File: config.mk
export PLATFORM = sky130hd
export DESIGN_NAME = segundos
export DESIGN_NICKNAME = d
export VERILOG_FILES = /design/src/rtl/relogio_pkg.sv /design/src/rtl/prescaler.sv /design/src/rtl/segundos.sv
export SDC_FILE = /design/constraint.sdc
export NUM_CORES = 1
export LEC_CHECK = 0
export ABC_CLOCK_PERIOD_IN_PS = 1900
export BUFFER_PORTS_ARGS = -buffer_cell sky130_fd_sc_hd__buf_2
export CAP_MARGIN = 20
export CORE_ASPECT_RATIO = 1.75
export CORE_MARGIN = 3
export CORE_UTILIZATION = 50
export DETAILED_ROUTE_END_ITERATION = 16
export PLACE_DENSITY = 0.72
export RECOVER_POWER = 25
export SYNTH_ARGS = -nofsm -noshare
export SYNTH_HDL_FRONTEND = slang
export SYNTH_SLANG_ARGS = --single-unit
File: constraint.sdc
create_clock -name clk_i -period 1.9 [get_ports clk_i]
set_input_delay 0.285 -clock clk_i [delete_from_list [all_inputs] [get_ports clk_i]]
set_output_delay 0.285 -clock clk_i [all_outputs]
set_load 0.01 [all_outputs]
File: src/rtl/relogio_pkg.sv
// relogio_pkg
//   Constants and types shared by the seconds, minutes and hours stages of
//   the clock datapath.
//   SEG_MAX   : last value of a seconds/minutes count (59)
//   SEG_W     : width of a seconds/minutes count (6 bits)
//   tempo_t   : one seconds/minutes value
//   clamp_seg : limits a loaded value to 0..SEG_MAX
package relogio_pkg;

  localparam int SEG_MAX = 59;
  localparam int SEG_W   = 6;

  typedef logic [SEG_W-1:0] tempo_t;

  localparam tempo_t SEG_MAX_T = tempo_t'(SEG_MAX);

  function automatic tempo_t clamp_seg(input tempo_t v);
    return (v > SEG_MAX_T) ? SEG_MAX_T : v;
  endfunction

endpackage

File: src/rtl/prescaler.sv
// prescaler
//   Free-running divide-by-DIV counter that flags the last cycle of each
//   period. Also used by the blink/colon-flash logic.
//   clk_i  : system clock, rising edge
//   rstn_i : asynchronous active-low reset
//   en_i   : count enable; low holds the current phase
//   sclr_i : synchronous clear back to phase 0 (overrides en_i)
//   term_o : high when the counter sits on DIV-1 and en_i is high
module prescaler #(
  parameter int DIV = 4
) (
  input  logic clk_i,
  input  logic rstn_i,
  input  logic en_i,
  input  logic sclr_i,
  output logic term_o
);

  localparam int W = (DIV > 1) ? $clog2(DIV) : 1;
  localparam logic [W-1:0] LAST = W'(DIV - 1);

  logic [W-1:0] pre_q;

  // With DIV = 1, LAST is 0 and pre_q never leaves 0, so every enabled
  // cycle is terminal.
  assign term_o = en_i && (pre_q == LAST);

  always_ff @(posedge clk_i or negedge rstn_i) begin
    if (!rstn_i) begin
      pre_q <= '0;
    end else if (sclr_i) begin
      pre_q <= '0;
    end else if (en_i) begin
      pre_q <= (pre_q == LAST) ? '0 : pre_q + 1'b1;
    end
  end

endmodule

File: src/rtl/segundos.sv
// segundos
//   Seconds stage of the clock datapath. Divides the system clock to a 1 Hz
//   tick and counts seconds 0..59, emitting a carry pulse on each 59->0 wrap
//   for the minutes counter.
//   clk_i      : system clock, rising edge
//   rstn_i     : asynchronous active-low reset
//   en_i       : run enable; low freezes prescaler and seconds
//   clr_i      : synchronous clear of seconds and prescaler (highest priority)
//   set_i      : synchronous load of set_val_i (clamped to 59)
//   set_val_i  : value to load
//   tick_o     : one-cycle pulse per elapsed second
//   alt_o      : one-cycle carry pulse on the 59->0 wrap
//   segundos_o : current seconds 0..59
module segundos
  import relogio_pkg::*;
#(
  parameter int CLK_FREQ = 50_000_000
) (
  input  logic             clk_i,
  input  logic             rstn_i,
  input  logic             en_i,
  input  logic             clr_i,
  input  logic             set_i,
  input  logic [SEG_W-1:0] set_val_i,
  output logic             tick_o,
  output logic             alt_o,
  output logic [SEG_W-1:0] segundos_o
);

  logic   term;
  tempo_t seg_q, seg_d;
  logic   tick_q, tick_d;
  logic   alt_q, alt_d;

  // Any clear or load restarts the second from phase 0.
  prescaler #(
    .DIV (CLK_FREQ)
  ) u_prescaler (
    .clk_i  (clk_i),
    .rstn_i (rstn_i),
    .en_i   (en_i),
    .sclr_i (clr_i | set_i),
    .term_o (term)
  );

  // clr > set > terminal tick; a tick landing on clr/set is dropped,
  // including its carry.
  always_comb begin
    seg_d  = seg_q;
    tick_d = 1'b0;
    alt_d  = 1'b0;
    if (clr_i) begin
      seg_d = '0;
    end else if (set_i) begin
      seg_d = clamp_seg(set_val_i);
    end else if (term) begin
      tick_d = 1'b1;
      if (seg_q == SEG_MAX_T) begin
        seg_d = '0;
        alt_d = 1'b1;
      end else begin
        seg_d = seg_q + 1'b1;
      end
    end
  end

  always_ff @(posedge clk_i or negedge rstn_i) begin
    if (!rstn_i) begin
      seg_q  <= '0;
      tick_q <= 1'b0;
      alt_q  <= 1'b0;
    end else begin
      seg_q  <= seg_d;
      tick_q <= tick_d;
      alt_q  <= alt_d;
    end
  end

  assign segundos_o = seg_q;
  assign tick_o     = tick_q;
  assign alt_o      = alt_q;

endmodule

==> flow_summary.toml, run 1 <==
[run_status]
status = "finished with violations"
violations = "setup timing"

[layout]
stdcell_count = 317
final_cell_area_um2 = 2550
utilization_pct = 69.0
area_delta_synth_final_pct = 29.9
drive_above_1_share_pct = 32.5
nNetsFinal = 283
antennaDiodeCount = 0
fillers = 318

[worst_setup_path]
crit_path_start_kind = "flip-flop"
r2r_cells = 6
crit_buf_inv = 1
cp.depth = 6
r2r-start = "u_prescaler.pre_q[18]"
critPathKind = "flip-flop to flip-flop"
endpoint = "u_prescaler.pre_q[24]"
crit_family = "simple AND/OR/NAND/NOR gates"
startpoint = "u_prescaler.pre_q[18]"
cp_max_fo = 4
r2r-end = "u_prescaler.pre_q[24]"
max_stage_delay_ns = 0.55
cp.arrival_ns = 2.12
crit_slowest_cell = "or4_4"
path_cells = "or4_4, nor4_4, buf_4, nand3_4, a21o_1, a32o_1"
reg2reg_slack_ns = -0.04
cp.required_ns = 2.07
crit_path_end_kind = "flip-flop"

[placement]
placed_cell_area_um2 = 2360
place_congestion = 0.883
portBuffers = 18
pre_cts_ws_ns = -0.0550
numPlacedInstances = 308
dpl.hpwl_mm = 4.02

[logic_synthesis]
synthCells = 214
synth_xor_area_share_pct = 5.35
synth_edf_count = 0
synthMuxAreaShare_pct = 1.02
synth-seq-area-share_pct = 43.3
avgSynthCellArea_um2 = 9.19
yosysWarnings = 0
synth_top_family_by_area = "simple AND/OR/NAND/NOR gates"
ys_types = 50
syn_nets = 227
yosys.area_share.simple_pct = 28.5
synth_area_um2 = 1970
synthFlopType = "dfrtp_1"
synth_compound_area_share_pct = 17.6
synthAdderAreaFrac_pct = 1.27
synth_seq_cells = 34
synthArstFlopShare_pct = 100

[timing]
slew_headroom_pct = 41.4
tightest_slew_ns = 0.879
fin_ws_ns = -0.0441
setup_viol = 3
fin_skew_ns = 0.00716
hold_viol = 0
timing.final.crit_share_pct = 102
drv_slew = 0
finalWorstPathRequiredPeriod_ns = 1.94
grt_setup_unrepaired = "true"
fmax_mhz = 514

[floorplanning]
dieArea_um2 = 4750
fp.dieH_um = 88.9
core_um2 = 3700
row_count = 29
io-pin-count = 19
start_util_pct = 53.1
fp.dieW_um = 53.4

[clocking]
htreeDepth = 2
cts.path.max_buffers = 2
cts.sinks = 34
clock_latency_ns = 0.29
cts_tree = "done"
clk_pin_slew_ns = 0.07
numCtsBuffers = 5
clockRootBuffer = "clkbuf_8"

[power_and_ir_drop]
leakage_nw = 1.09
irDropWorstVdd_uv = 613
total_power_mw = 1.42
power_density_nw_per_um2 = 556

[grt]
antenna_found_initial = 0
grt_overflow_total = 0
grt_pass1_wl_mm = 9.00
groute.usage.overall_pct = 26.0
grt_max_degree = 35
first_global_vias = 2012

[drt]
drt_iter0_markers = 89
vias_per_cell = 6.07
vias = 1925
drt_first_pass_iters = 5
antenna_left = 0
wl_mm = 5.56
drc_errors = 0
wl_per_cell_um = 17.5

[hold_path]
min_path_type = "input pin to async pin"

[job]
cap_violations = 0
sequential cells by signal, indices dropped and copies added (netlist names):
signal             cells
alt_o                  1
segundos_o             6
tick_o                 1
u_prescaler.pre_q     26
worst min-delay path by stage:
stage                start                    to  slack, ns  cells past startpoint
floorplan           rstn_i                 alt_o      -0.01                      0
global placement    rstn_i  u_prescaler.pre_q[4]       0.40                      1
detailed placement  rstn_i  u_prescaler.pre_q[4]       0.41                      1
CTS                 rstn_i  u_prescaler.pre_q[4]       0.09                      1
global route        rstn_i  u_prescaler.pre_q[4]       0.15                      1
finish              rstn_i  u_prescaler.pre_q[4]       0.10                      1
synth_stat cells (3+ instances only):
cell type | number | share of area (%)
dfrtp_1 | 34 | 43
nand2b_1 | 4 | 1.3
nor4_1 | 3 | 0.95
or3_1 | 6 | 1.9
nor3_1 | 5 | 1.3
clkbuf_1 | 4 | 0.76
a31oi_1 | 6 | 1.9
nand3_1 | 17 | 4.3
xor2_1 | 12 | 5.3
nor2_1 | 24 | 4.6
a32o_1 | 3 | 1.5
nand2_1 | 23 | 4.4
o21ai_0 | 5 | 1.3
inv_1 | 5 | 0.95
o22ai_1 | 3 | 0.95
a21oi_1 | 8 | 2.0
and3_1 | 3 | 0.95
nand4_1 | 11 | 3.5
power breakdown:
part | switching [mW] | total (mW) | internal, mW
clock network | 0.251 | 0.543 | 0.292
logic | 0.0819 | 0.128 | 0.0461
registers | 0.0140 | 0.748 | 0.734
placed cells by master (no fill, tap or decap), drive strengths merged, types with 6 or more instances in the layout:
cell,n
buf,55
dfrtp,34
nor2,24
nand2,23
nand3,17
xor2,12
nand4,11
a21oi,10
clkbuf,8
a31oi,6
or3,6
o21ai,6
metal layers:
metal	up-vias	track usage, %	share of wire (%)
met1	933	25.9	36
met3	17	5.18	4.9
li1	904	-	-
met2	71	47.7	56
met5	-	0	0
met4	0	15.1	3.0
timing repair:
action / in CTS / in global routing
setup buffers: 0 / 1
hold buffers: 0 / 0
setup endpoints to repair: 10 / 24
pin swaps: 1 / 9
gates resized for setup: 2 / 18
final cells by class:
| cell class | instances | area, um2 | area share (%) |
|---|---|---|---|
| well taps | 46 | 57.6 | 2.25 |
| flip-flops and latches | 34 | 852 | 33.4 |
| clock inverters | 1 | 5.00 | 0.196 |
| inverters | 5 | 18.8 | 0.735 |
| clock buffers | 7 | 86.3 | 3.38 |
| multi-input cells | 168 | 1150 | 45.1 |
| repair buffers | 56 | 383 | 15.0 |
stage by stage:
stage,setup TNS (ns),hold WS [ns]
floorplan,0,-0.0106
global placement,-0.0216,0.404
detailed placement,-0.183,0.406
CTS,-0.0128,0.0927
global route,-1.31,0.155
finish,-0.100,0.102
cells by family after synthesis:
family | Yosys count
AOI/OAI and AO/OA | 45
xor gates and xnor gates | 12
adders and majority gates | 2
buffers and inverters | 12
DFF | 34
muxes | 2
and+or+nand+nor | 107
Power figures use the tool's default switching activity.
==> inputs of run 2 (changes only) <==
SETUP_SLACK_MARGIN = 0.02   (was default)
==> run 2 against run 1 <==
The flow still finishes with violations (setup timing). Die area unchanged. Utilization is 0.27 points higher. Sequential share of layout area down 0.13 points. Largest cell class unchanged. Largest power group unchanged.
==> flow_summary.toml, run 2 (synthesized netlist as in run 1, its figures left out) <==
[run_status]
status = "finished with violations"
violations = "setup timing"

[clocking]
clock_latency_ns = 0.29
cts.sinks = 34
numCtsBuffers = 5
htreeDepth = 2
clk_pin_slew_ns = 0.07
cts_tree = "done"
clockRootBuffer = "clkbuf_8"
cts.path.max_buffers = 2

[power_and_ir_drop]
leakage_nw = 1.09
seqPwrFrac_pct = 52.5
irDropWorstVdd_uv = 615
switching_share_pct = 24.8
intPower_mw = 1.07
combinationalPowerShare_pct = 9.0
total_power_mw = 1.42
power_density_nw_per_um2 = 556
p_switching_mw = 0.353
clkPwrFrac_pct = 38.5

[worst_setup_path]
r2r-start = "u_prescaler.pre_q[18]"
max_stage_delay_ns = 0.55
cp_max_fo = 7
crit_path_start_kind = "flip-flop"
crit_family = "simple AND/OR/NAND/NOR gates"
path_cells = "or4_4, nor4_4, and3_1, buf_6, mux2i_1, o21ai_1"
endpoint = "segundos_o[5]"
critPathKind = "flip-flop to flip-flop"
r2r-end = "segundos_o[5]"
crit_path_end_kind = "flip-flop"
r2r_cells = 6
crit_buf_inv = 1
crit_slowest_cell = "or4_4"
reg2reg_slack_ns = -0.03
cp.arrival_ns = 2.09
cp.depth = 6
cp.required_ns = 2.06
startpoint = "u_prescaler.pre_q[18]"

[floorplanning]
io-pin-count = 19
row_count = 29
start_util_pct = 53.1
fp.dieH_um = 88.9
dieArea_um2 = 4750
core_um2 = 3700
fp.dieW_um = 53.4

[layout]
nNetsFinal = 283
largest_reg_flops = 26
layout_common_cells = "buf_4 (36), dfrtp_1 (33), nor2_1 (23)"
fillers = 318
drive_above_1_share_pct = 32.5
top_register = "u_prescaler.pre_q"
final_common_cell = "buf_4"
area_delta_synth_final_pct = 30.4
antennaDiodeCount = 0

[drt]
drt_iter0_markers = 70
wl_mm = 5.52
drc_errors = 0
drt_first_pass_iters = 4
vias_per_cell = 6.22
antenna_left = 0
vias = 1972
wl_per_cell_um = 17.4

[placement]
portBuffers = 18
pre_cts_ws_ns = -0.0550
dpl.hpwl_mm = 4.02
place_congestion = 0.883

[timing]
finalWorstPathRequiredPeriod_ns = 1.93
fin_ws_ns = -0.0302
holdWs_ns = 0.0928
grt_setup_unrepaired = "true"
hold_viol = 0
drv_slew = 0
tightest_slew_ns = 0.866
fmax_mhz = 518
timing.final.crit_share_pct = 102
setup_viol = 3
fin_skew_ns = 0.00754
slew_headroom_pct = 42.2

[grt]
grt_max_degree = 35
antenna_found_initial = 0
grt_overflow_total = 0
grt_pass1_wl_mm = 9.00
groute.usage.overall_pct = 26.0
first_global_vias = 2016

[hold_path]
min_path_type = "input pin to async pin"

[job]
cap_violations = 0
-- run 2: power by group through the flow --
stage | Clock, mW | Combinational [mW] | Sequential [mW]
floorplan | 0 | 0.0600 | 0.763
global placement | 0 | 0.123 | 0.760
detailed placement | 0 | 0.125 | 0.761
CTS | 0.562 | 0.125 | 0.747
global route | 0.586 | 0.141 | 0.749
finish | 0.549 | 0.128 | 0.748
-- run 2: area by class of cell --
cell class | count | area [um2] | share of cell area, %
inverter | 5 | 18.8 | 0.732
clock buffer | 7 | 86.3 | 3.37
clock inverter | 1 | 5.00 | 0.195
timing repair buffer | 56 | 383 | 14.9
tap | 46 | 57.6 | 2.24
multi-input combinational | 168 | 1160 | 45.3
sequential | 34 | 852 | 33.2
-- run 2: worst min path at each step --
stage	from	to	slack, ns	depth (start not counted)
2_1_floorplan	rstn_i	alt_o	-0.01	0
3_3_place_gp	rstn_i	u_prescaler.pre_q[4]	0.40	1
3_5_place_dp	rstn_i	u_prescaler.pre_q[4]	0.41	1
4_1_cts	rstn_i	u_prescaler.pre_q[4]	0.09	1
5_1_grt	rstn_i	u_prescaler.pre_q[4]	0.15	1
6_report	rstn_i	u_prescaler.pre_q[2]	0.09	1
-- run 2: timing repair --
| item | in CTS | in global routing |
|---|---|---|
| buffers inserted | 0 | 1 |
| hold buffers | 0 | 0 |
| pin swaps | 4 | 13 |
| endpoints found under the setup margin | 11 | 24 |
| gates resized for setup | 2 | 20 |
-- run 2: worst reg2reg max path, stage by stage (launching register included) --
cell and delay, ns:
dfrtp_1 0.39, or4_4 0.55, nor4_4 0.21, and3_1 0.21, buf_6 0.14, mux2i_1 0.20, o21ai_1 0.09
-- run 2: stage by stage --
step / instances / TNS [ns] / area [um2] / utilization, %
2_1_floorplan: 214 / 0 / 1970 / -
3_3_place_gp: 308 / -0.0216 / 2360 / 63.7
3_5_place_dp: 308 / -0.183 / 2360 / 63.7
4_1_cts: 316 / -0.0128 / 2460 / 66.4
5_1_grt: 317 / -1.29 / 2560 / 69.3
6_report: 317 / -0.0614 / 2560 / 69.3
-- run 2: per-layer routing --
layer,part of all wire [%],track usage (%)
met5,0,0
met2,56,47.7
met3,5.1,5.18
met1,35,25.9
met4,3.5,15.1
==> inputs of run 3 (changes only) <==
SYNTH_HIERARCHICAL = 1   (was default)
==> run 3 against run 2 <==
The run now ends clean. Count of clock-buffer cells in the layout stayed put. Final area is 3.4% lower. Fmax grew 7.3%. Synthesized cell count is 6.5% higher. Largest power group unchanged.
==> flow_summary.toml, run 3 <==
[run_status]
status = "completed"

[worst_setup_path]
cp_max_fo = 8
critPathKind = "flip-flop to flip-flop"
crit_path_start_kind = "flip-flop"
crit_path_end_kind = "flip-flop"
cp.arrival_ns = 2.02
startpoint = "u_prescaler/pre_q[20]"
r2r-start = "u_prescaler/pre_q[20]"
cp.required_ns = 2.12

[logic_synthesis]
synth_xor_area_share_pct = 3.40
synth_top_area_cell = "dfrtp_1"
synth_seq_cells = 34
synth_area_leaders = "dfrtp_1 (41%), a21oi_1 (4.4%), nand4_1 (4.2%)"
synthFlopType = "dfrtp_1"
synth_edf_count = 0
avgSynthCellArea_um2 = 9.05
synthArstFlopShare_pct = 100
synth-seq-area-share_pct = 41.2
synth_top_area_share_pct = 41.2
ys_types = 44
synthTopCellsByCount = "dfrtp_1 (34), nand2_1 (21), a21oi_1 (18), nand4_1 (14), nor2_1 (14)"
syn_nets = 241
synthMuxAreaShare_pct = 1.46
synth_area_um2 = 2060
synth.most_common_cell = "dfrtp_1"
synthCells = 228
yosysWarnings = 6
synth_compound_area_share_pct = 16.7
yosys.area_share.simple_pct = 31.4
synth_top_family_by_area = "simple AND/OR/NAND/NOR gates"
synthAdderAreaFrac_pct = 1.21

[layout]
antennaDiodeCount = 0
top_register = "u_prescaler/pre_q"
drive_above_1_share_pct = 24.2
final_cell_area_um2 = 2480
stdcell_count = 317
final_common_cell = "dfrtp_1"
nNetsFinal = 281
layout_common_cells = "dfrtp_1 (34), buf_4 (24), nand2_1 (21)"
largest_reg_flops = 26
area_delta_synth_final_pct = 20.1

[timing]
hold_viol = 0
fmax_mhz = 556
setup_viol = 0
holdWs_ns = 0.101
fin_skew_ns = 0.00933
slew_headroom_pct = 42.7
timing.final.crit_share_pct = 94.7
fin_ws_ns = 0.100
drv_slew = 0
grt_setup_unrepaired = "true"
finalWorstPathRequiredPeriod_ns = 1.80
tightest_slew_ns = 0.860

[drt]
drt_first_pass_iters = 4
vias_per_cell = 6.15
drc_errors = 0
wl_per_cell_um = 16.7
vias = 1951
drt_iter0_markers = 72
wl_mm = 5.30
antenna_left = 0

[clocking]
htreeDepth = 2
clk_pin_slew_ns = 0.07
clock_latency_ns = 0.28
cts.path.max_buffers = 2
holdBufCountCts = 0
clockRootBuffer = "clkbuf_8"
cts_tree = "done"
numCtsBuffers = 5
cts.sinks = 34

[job]
cap_violations = 0

[grt]
grt_pass1_wl_mm = 9.10
grt_max_degree = 35
groute.usage.overall_pct = 24.7
grt_overflow_total = 0
first_global_vias = 1935
antenna_found_initial = 0

[placement]
placed_cell_area_um2 = 2320
portBuffers = 18
pre_cts_ws_ns = 0.0129
numPlacedInstances = 306
dpl.hpwl_mm = 3.92
place_congestion = 0.908

[floorplanning]
core_um2 = 3940
row_count = 30
fp.dieW_um = 54.6
start_util_pct = 52.3
fp.dieH_um = 91.0
io-pin-count = 19
dieArea_um2 = 4960

[power_and_ir_drop]
power_density_nw_per_um2 = 569
irDropWorstVdd_uv = 635
total_power_mw = 1.41
leakage_nw = 1.03

[hold_path]
min_path_type = "input pin to async pin"
run 3: changes by cell type after synthesis, moves of 3 or more:
cell	delta
and4_1	+4
buf_4	+3
o31ai_1	+9
a32o_1	-3
xor2_1	-6
and3_1	+4
nand3_1	-4
a21oi_1	+10
or4_1	+8
nor2_1	-10
a31oi_1	-3
and2_1	+3
nand4_1	+3
run 3: layout make-up:
type / count / area, um2
clock buffers: 7 / 86.3
clock inverters: 1 / 5.00
fillers: 354 / 1460
inverters: 6 / 22.5
multi-input cells: 178 / 1170
flip-flops and latches: 34 / 851
well taps: 48 / 60.1
repair buffers: 43 / 282
run 3: worst max-delay path, cell delays in order, from the launching register on:
cell and delay (ns):
dfrtp_1 0.42, nand3_2 0.10, nor4_4 0.30, nand3_2 0.12, nor4_4 0.16, buf_6 0.17, nand2_1 0.07, mux2i_1 0.12
o22a_1 0.20, nor2_1 0.08
run 3: metal layers:
metal / global-route usage (%) / vias to the layer above / share of wire (%)
li1: - / 949 / -
met3: 3.78 / 16 / 3.0
met4: 13.3 / 0 / 3.8
met5: 0 / - / 0
met1: 27.1 / 935 / 37
met2: 42.7 / 51 / 56
run 3: cells by family after synthesis:
logic type | Yosys count
simple gates | 113
compound gates | 52
flops | 34
buf+inv | 16
xor+xnor | 8
mux | 3
fa+ha+maj | 2
run 3: final timing paths:
kind / depth (start not counted) / slack, ns / end
min in group clk_i: 3 / 0.25 / segundos_o[3]
max in group asynchronous: 1 / 1.26 / u_prescaler/pre_q[16]
worst max-delay path: 9 / 0.10 / segundos_o[2]
worst min-delay path: 1 / 0.10 / u_prescaler/pre_q[10]
worst max register to register: 9 / 0.10 / segundos_o[2]
worst min register to register: 2 / 0.59 / u_prescaler/pre_q[25]
run 3: metrics by stage:
| stage | util [%] | setup TNS (ns) |
|---|---|---|
| floorplan | - | 0 |
| global placement | 58.9 | -0.103 |
| detailed placement | 58.9 | 0 |
| CTS | 61.3 | 0 |
| global route | 62.9 | -0.0366 |
| finish | 62.9 | 0 |
run 3: repair_timing:
action,in CTS,in global routing
resized for setup,1,9
gates cloned,0,0
pin swaps,0,2
setup endpoints to repair,4,16
buffers inserted,0,3
run 3: where the power goes:
group          total, mW  internal, mW  switching (mW)
clock network      0.548         0.292           0.256
logic              0.111        0.0442          0.0672
registers          0.751         0.734          0.0170
